[config.mk]
export PLATFORM = sky130hd
export DESIGN_NAME = sdram_arbiter
export DESIGN_NICKNAME = d
export VERILOG_FILES = /design/src/rtl/sdram_arbiter.sv
export SDC_FILE = /design/constraint.sdc
export NUM_CORES = 1
export LEC_CHECK = 0
export ABC_AREA = 1
export BUFFER_PORTS_ARGS = -buffer_cell sky130_fd_sc_hd__buf_2
export CAP_MARGIN = 5
export CORE_AREA = 2 2 154 156
export CTS_CLUSTER_DIAMETER = 30
export CTS_CLUSTER_SIZE = 16
export DETAILED_ROUTE_END_ITERATION = 12
export DIE_AREA = 0 0 156 158
export HOLD_SLACK_MARGIN = 0.03
export SYNTH_ARGS = -nofsm -noshare
export SYNTH_HDL_FRONTEND = slang
export SYNTH_SLANG_ARGS = --single-unit
[constraint.sdc]
create_clock -name clk -period 4.3 [get_ports clk]
set_clock_uncertainty 0.1 [all_clocks]
set_input_delay 0.43 -clock clk [delete_from_list [all_inputs] [get_ports clk]]
set_output_delay 0.43 -clock clk [all_outputs]
set_load 0.02 [all_outputs]
[src/rtl/sdram_arbiter.sv]
// sdram_arbiter: round-robin arbiter that shares one SDRAM core command port
// among NUM_PORTS requesters, keeping at most one transaction outstanding.
//
// Ports
//   clk, rst_n        clock, synchronous active-low reset
//   req_rd            per-port read request
//   req_wr            per-port write byte enables (nonzero = write request)
//   req_addr          per-port byte address, port p in slice p
//   req_write_data    per-port write data
//   req_ack           one-cycle pulse when the core accepts the port's command
//   req_rvalid/wvalid one-cycle read/write completion to the granted port
//   req_error         one-cycle error completion (core error, wrong type, watchdog)
//   req_read_data     broadcast read data, nonzero only with a read completion
//   mem_rd/wr/addr/write_data   command to the core (granted port, ISSUE only)
//   mem_rdy           core ready
//   mem_rvalid/wvalid/error, mem_read_data   completions from the core

// Per-port request detect and completion/ack steering.
module sdram_arb_port #(
    parameter int BE_W = 4
) (
    input  logic            rd,
    input  logic [BE_W-1:0] wr,
    input  logic            sel,
    input  logic            ack_in,
    input  logic            rv_in,
    input  logic            wv_in,
    input  logic            err_in,
    output logic            req,
    output logic            ack,
    output logic            rvalid,
    output logic            wvalid,
    output logic            error
);
    assign req    = rd | (|wr);
    assign ack    = sel & ack_in;
    assign rvalid = sel & rv_in;
    assign wvalid = sel & wv_in;
    assign error  = sel & err_in;
endmodule

module sdram_arbiter #(
    parameter int NUM_PORTS      = 4,
    parameter int DATA_WIDTH     = 32,
    parameter int ADDR_WIDTH     = 24,
    parameter int TIMEOUT_CYCLES = 64
) (
    input  logic                             clk,
    input  logic                             rst_n,
    input  logic [NUM_PORTS-1:0]             req_rd,
    input  logic [NUM_PORTS*DATA_WIDTH/8-1:0] req_wr,
    input  logic [NUM_PORTS*ADDR_WIDTH-1:0]  req_addr,
    input  logic [NUM_PORTS*DATA_WIDTH-1:0]  req_write_data,
    output logic [NUM_PORTS-1:0]             req_ack,
    output logic [NUM_PORTS-1:0]             req_rvalid,
    output logic [NUM_PORTS-1:0]             req_wvalid,
    output logic [NUM_PORTS-1:0]             req_error,
    output logic [DATA_WIDTH-1:0]            req_read_data,
    output logic                             mem_rd,
    output logic [DATA_WIDTH/8-1:0]          mem_wr,
    output logic [ADDR_WIDTH-1:0]            mem_addr,
    output logic [DATA_WIDTH-1:0]            mem_write_data,
    input  logic                             mem_rdy,
    input  logic                             mem_rvalid,
    input  logic                             mem_wvalid,
    input  logic                             mem_error,
    input  logic [DATA_WIDTH-1:0]            mem_read_data
);
    localparam int BE_W  = DATA_WIDTH / 8;
    localparam int IDX_W = (NUM_PORTS > 1) ? $clog2(NUM_PORTS) : 1;
    localparam int WD_W  = $clog2(TIMEOUT_CYCLES);

    typedef enum logic [1:0] {IDLE, ISSUE, WAIT} state_t;

    state_t               state, nxt;
    logic [IDX_W-1:0]     grant, last, rr_pick;
    logic [WD_W-1:0]      wdog;
    logic                 is_rd;
    logic [NUM_PORTS-1:0] req_vec;
    logic                 any_req;

    // granted port's live request (mux)
    logic                  g_rd, g_req;
    logic [BE_W-1:0]       g_wr;
    logic [ADDR_WIDTH-1:0] g_addr;
    logic [DATA_WIDTH-1:0] g_wdata;

    logic accept, cmp_rv, cmp_wv, cmp_er, done, wd_exp, err;

    for (genvar p = 0; p < NUM_PORTS; p++) begin : g_port
        sdram_arb_port #(.BE_W(BE_W)) u_port (
            .rd     (req_rd[p]),
            .wr     (req_wr[p*BE_W +: BE_W]),
            .sel    (grant == IDX_W'(p)),
            .ack_in (accept),
            .rv_in  (cmp_rv),
            .wv_in  (cmp_wv),
            .err_in (err),
            .req    (req_vec[p]),
            .ack    (req_ack[p]),
            .rvalid (req_rvalid[p]),
            .wvalid (req_wvalid[p]),
            .error  (req_error[p])
        );
    end

    // Walk backwards from last+NUM_PORTS to last+1 so the port closest
    // after last is the final (winning) assignment.
    always_comb begin
        logic [IDX_W-1:0] idx;
        rr_pick = '0;
        any_req = 1'b0;
        idx     = '0;
        for (int i = NUM_PORTS; i >= 1; i--) begin
            idx = IDX_W'((int'(last) + i) % NUM_PORTS);
            if (req_vec[idx]) begin
                rr_pick = idx;
                any_req = 1'b1;
            end
        end
    end

    always_comb begin
        g_rd    = 1'b0;
        g_wr    = '0;
        g_addr  = '0;
        g_wdata = '0;
        for (int p = 0; p < NUM_PORTS; p++) begin
            if (grant == IDX_W'(p)) begin
                g_rd    = req_rd[p];
                g_wr    = req_wr[p*BE_W +: BE_W];
                g_addr  = req_addr[p*ADDR_WIDTH +: ADDR_WIDTH];
                g_wdata = req_write_data[p*DATA_WIDTH +: DATA_WIDTH];
            end
        end
        g_req = g_rd | (|g_wr);
    end

    // state register
    always_ff @(posedge clk) begin
        if (!rst_n) state <= IDLE;
        else        state <= nxt;
    end

    // next state
    always_comb begin
        nxt = state;
        case (state)
            IDLE:    if (any_req) nxt = ISSUE;
            ISSUE:   if (!g_req) nxt = IDLE;
                     else if (mem_rdy) nxt = WAIT;
                     else nxt = ISSUE;
            WAIT:    if (done | wd_exp) nxt = IDLE;
            default: nxt = IDLE;
        endcase
    end

    // outputs; everything is gated by rst_n so outputs read 0 while in reset
    always_comb begin
        mem_rd         = 1'b0;
        mem_wr         = '0;
        mem_addr       = '0;
        mem_write_data = '0;
        if (rst_n && state == ISSUE) begin
            mem_rd         = g_rd;
            mem_wr         = g_rd ? '0 : g_wr;   // rd wins if both are set
            mem_addr       = g_addr;
            mem_write_data = g_wdata;
        end
        accept = rst_n && state == ISSUE && mem_rdy && g_req;
        cmp_rv = rst_n && state == WAIT && mem_rvalid;
        cmp_wv = rst_n && state == WAIT && mem_wvalid;
        cmp_er = rst_n && state == WAIT && mem_error;
        done   = cmp_rv | cmp_wv | cmp_er;
        wd_exp = rst_n && state == WAIT && !done && (wdog == WD_W'(TIMEOUT_CYCLES - 1));
        // wrong completion type still completes, but flags an error
        err    = cmp_er | wd_exp | (cmp_rv & ~is_rd) | (cmp_wv & is_rd);
        req_read_data = cmp_rv ? mem_read_data : '0;
    end

    // grant / last / watchdog / transaction type
    always_ff @(posedge clk) begin
        if (!rst_n) begin
            grant <= '0;
            last  <= IDX_W'(NUM_PORTS - 1);
            wdog  <= '0;
            is_rd <= 1'b0;
        end else begin
            if (state == IDLE && any_req) grant <= rr_pick;
            if (accept) begin
                is_rd <= g_rd;
                last  <= grant;
                wdog  <= '0;
            end
            if (state == WAIT && !done) wdog <= wdog + 1'b1;
        end
    end
endmodule

After elaboration in Yosys (flattened, before gate mapping)
Index checks and enable logic that the tools add are counted.
W data, S select, Z words.

storage, ports and cells
  output and inout bits = 109
  input port bits = 282
  flip-flop bits (word level) = 13
  word-level logic and storage cells = 118

operators by class
  add/subtract/negate cells = 5
  bitwise gates (word level) = 30
  reductions and logical operators = 21
  $lt $le $gt $ge = 4
  muxes and demuxes = 45
  equality and inequality tests = 8

operators by type and width
  cell                   number
  $mux W32               6
  $mux W24               5
  $mux W4                6
  $reduce_or A4 Y1       5
  $and A1 B1 Y1          18
  $mux W2                8
  $mux W1                13
  $lt A2 B3 Y1 const B   4
  $mux W6                2
  $logic_and A1 B1 Y1    11
  $or A1 B1 Y1           11
  $bmux W1 S2            4
  $add A6 B1 Y6 const B  1
  $eq A2 B2 Y1 const B   3
  $eq A6 B6 Y1 const B   1
  $pmux W2 S3            1
  $add A2 B1 Y2 const B  2
  $add A2 B2 Y2 const B  2
  $eq A2 B1 Y1 const B   2
  $logic_not A2 Y1       2
  $ne A2 B2 Y1 const B   2
  $reduce_and A2 Y1      1
  $reduce_bool A2 Y1     1
  $logic_not A1 Y1       1
  $not A1 Y1             1

Longest topological paths before layout
  word-level depth = 12
  gate-level depth with buffers = 11

By module
Synthesis repeated with hierarchy kept, for this count alone.

second synthesis, totals
  cell total of the unflattened synthesis = 628
  area, all modules = 3129.3 µm²

by module, submodules not included
  module          cells an instance  instances  area each (µm²)
  sdram_arbiter   580                1          2944.1
  sdram_arb_port  12                 4          46.3

Worst setup path after synthesis
Ideal clock, no wire load.

  path type = register to output
  start point = register grant[0]
  end point = output mem_addr[12]
  arrival time = 1.498 ns
  path buffers = 3
  cell stages (with the launch flop) = 8
  required time = 3.770 ns
  slack = 2.272 ns
  cell sequence = dfxtp_1 -> buf_6 -> nor2_2 -> buf_4 -> inv_2 -> clkbuf_1 -> o221ai_1 -> a21oi_1

between the ends
  cells in the longest elaborated chain, start to end = 6

ends and longest elaborated chain
  what                      line  source
  start: declaration        76    logic [IDX_W-1:0] grant, last, rr_pick;
  start signal: assignment  189   if (state == IDLE && any_req) grant <= rr_pick;
  $logic_not A2 Y1          129   if (grant == IDX_W'(p)) begin
  $mux W24 (3 in series)    129
  $mux W24 (*)              129
  $mux W24 (*)              164   if (rst_n && state == ISSUE) begin
  end: declaration          61    output logic [ADDR_WIDTH-1:0] mem_addr,

Mark *: on every way between the ends. The rest lies on a longest branch, timed or not.

Final worst setup path
Ends and elaborated chain as after synthesis.

==> results_dict.tcl <==
set metrics [dict create \
    status "completed" \
    antenna_left 0 \
    hold_viol_final 0 \
    fillers 2691 \
    min_path_type "reg -> reg" \
    drt_pass1_iterations 5 \
    die_area_mm2 0.0246 \
    post_drt_wl_per_cell_um 16.6 \
    timing.critical_path.required_ns 3.77 \
    placementRows 56 \
    sequential_share_of_the_synthesized_area 0.0804 \
    vias_per_cell 4.47 \
    dpl.cell_count 1264 \
    cts_hold_buffers 0 \
    post_cts_resize_count 0 \
    fin_tns_setup_ns 0 \
    type_of_element_capturing_the_critical_path "output port" \
    postSynth.asyncResetShare 0 \
    synth-warning-count 0 \
    cp_max_fo 30 \
    final_layout_size_suffix_gt1_frac 0.424 \
    grt_first_pass_wirelength_um 28400 \
    clock-root-buffer "sky130_fd_sc_hd__clkbuf_16" \
    cts_tree "done" \
    post_route_clock_period_utilization 0.736 \
    cts.repair_timing.setup_buffer_count 0 \
    grt_max_degree 43 \
    grt_use_met2 0.250 \
    floorplan.io_pins 391 \
    relSlewSlack 0.279 \
    cts_max_level 1 \
    synthesis.nets 918 \
    synth_cell_type_count 32 \
    chipHeight_um 158 \
    yosys_register_bits 13 \
    postSynthCellCount 635 \
    critPathMaxStageDelay_ns 0.60 \
    synth.cell_area_mm2 0.00324 \
    layout-area-overhead-vs-synth_pct 67.1 \
    finalWeightedCongestion 0.875 \
    die_w_um 156 \
    fmax_mhz 316 \
    path_clk_slew_ns 0.05 \
    ff_latch_area_um2 260 \
    highest_ir_drop_seen_on_vdd_uv 113 \
    highest_count_cells_in_the_layout_ignoring_fill_and_taps "390 x sky130_fd_sc_hd__buf_2, 122 x sky130_fd_sc_hd__nor2_1, 113 x sky130_fd_sc_hd__nand2_1" \
    avgSynthCellArea_um2 5.10 \
    internal_power_uw 617 \
    p_clk_frac 0.131 \
    grt_pass1_vias 5041 \
    synthFlopType "sky130_fd_sc_hd__dfxtp_1" \
    initialDrtViolationCount 547 \
    overflow 0 \
    fin_util 0.234 \
    globalRoute.busiestLayer "met2" \
    detailedPlacementHpwl_um 17300 \
    netSwitchingPower_uw 736 \
    timing.critical_path.arrival_ns 2.63 \
    worst_path_max_delay_cell "sky130_fd_sc_hd__inv_1" \
    fin_nets 1262 \
    power_frac_comb 0.761 \
    grt_use_total 0.151 \
    multiInputGateArea_mm2 0.00230 \
    globalRouteMet3Util 0.0183 \
    layout.cells.most_common "sky130_fd_sc_hd__buf_2" \
    detailroute.via_count 5698 \
    worst_setup_path_start_kind "register" \
    swShare 0.544 \
    fin_cells 1274 \
    maxCapViolCount 0 \
    port-buffer-count 390 \
    power_frac_seq 0.108 \
    grt_antenna_before_repair 7 \
    clock_sink_count 13 \
    holdWs_ns 0.378 \
    period_minus_slack_ns 3.16 \
    buffers_from_clock_root_to_sink_at_most 2 \
    rsz0062_at_grt "false" \
    totalWireLength_um 21100 \
    p_leak_uw 0.00331 \
    drt_drc_violations_left 0 \
    gr-usage-met1 0.199 \
    finalSetupViolCount 0 \
    final_max_slew_viol_count 0 \
    setup.worst_path.class "reg -> out" \
    transition_at_the_pin_with_the_smallest_max_transition_slack_ns 1.08 \
    core-area_mm2 0.0231 \
    starting_density_of_the_core 0.140 \
    synth-edff-count 0 \
    cts_buffers 3 \
    power_per_cell_area_mw_per_mm2 250 \
    clock_latency_on_the_worst_skew_pair_ns 0.24 \
    worstPathCellList "nand2_2 > inv_1 > nor2_1 > o221ai_1 > a21oi_1 > buf_2" \
]
[metrics by stage]
stage	power [µW]	setup slack, ns	cell area (µm²)
global placement	1160	1.47	5310
detailed placement	1170	1.46	5310
global route	1470	0.953	5410
floorplan	791	2.27	3240
CTS	1350	1.19	5390
finish	1350	1.14	5410
[synth_stat cells (7+ instances only)]
cell type / n / area (µm²)
sky130_fd_sc_hd__nor2_1: 123 / 462
sky130_fd_sc_hd__nand2_1: 113 / 424
sky130_fd_sc_hd__inv_1: 90 / 338
sky130_fd_sc_hd__o21ai_0: 60 / 300
sky130_fd_sc_hd__nand3_1: 46 / 230
sky130_fd_sc_hd__a21oi_1: 32 / 160
sky130_fd_sc_hd__o211ai_1: 27 / 203
sky130_fd_sc_hd__clkbuf_1: 26 / 97.6
sky130_fd_sc_hd__buf_4: 18 / 135
sky130_fd_sc_hd__o221ai_1: 15 / 131
sky130_fd_sc_hd__o22ai_1: 14 / 87.6
sky130_fd_sc_hd__dfxtp_1: 13 / 260
sky130_fd_sc_hd__nand4_1: 11 / 68.8
sky130_fd_sc_hd__buf_2: 10 / 50.1
sky130_fd_sc_hd__o21bai_1: 7 / 52.6
[state kept, by name (all words and copies together), names as in the netlist]
register / cells
state: 2
grant: 2
wdog: 6
is_rd: 1
last: 2
[power by group through the flow]
stage / clock network, µW / registers, µW / logic [µW]
floorplan: 0 / 140 / 651
global placement: 0 / 148 / 1010
detailed placement: 0 / 148 / 1020
CTS: 180 / 146 / 1030
global route: 187 / 148 / 1140
finish: 177 / 147 / 1030
[metal layers]
metal  vias to the layer above  wire length (µm)
met1                      2566              9040
met5                         -                13
li1                       2772                 -
met3                        33              1550
met4                         2               551
met2                       325              9950
[path summary, 6_finish.rpt]
path / start / to / slack, ns / cells after the start
max reg2reg: grant[0] / last[0] / 1.93 / 11
min reg2reg: wdog[4] / wdog[4] / 0.38 / 2
min: wdog[4] / wdog[4] / 0.38 / 2
max: grant[0] / mem_addr[12] / 1.14 / 6
[layout make-up]
type | instances | area share
antenna | 6 | 0.00278
clock buffer | 4 | 0.0146
inverter | 94 | 0.0653
multi-input combinational | 469 | 0.425
sequential | 13 | 0.0481
tap | 290 | 0.0671
timing repair buffer | 398 | 0.377
[cell families after synthesis]
kind of cell	synth area share
AND/OR/NAND/NOR	0.384
adder cells (fa/ha/maj)	0.00387
buffers and inverters	0.212
flip-flops	0.0804
AO/OA/AOI/OAI	0.317
XOR/XNOR	0.00271
[critical path, delay by kind of cell (launching register included)]
kind,cells,cell delay (ns)
buf+inv,2,0.84
flops,1,0.36
compound gates,2,0.42
simple gates,2,0.76
Power figures use the tool's default switching activity.
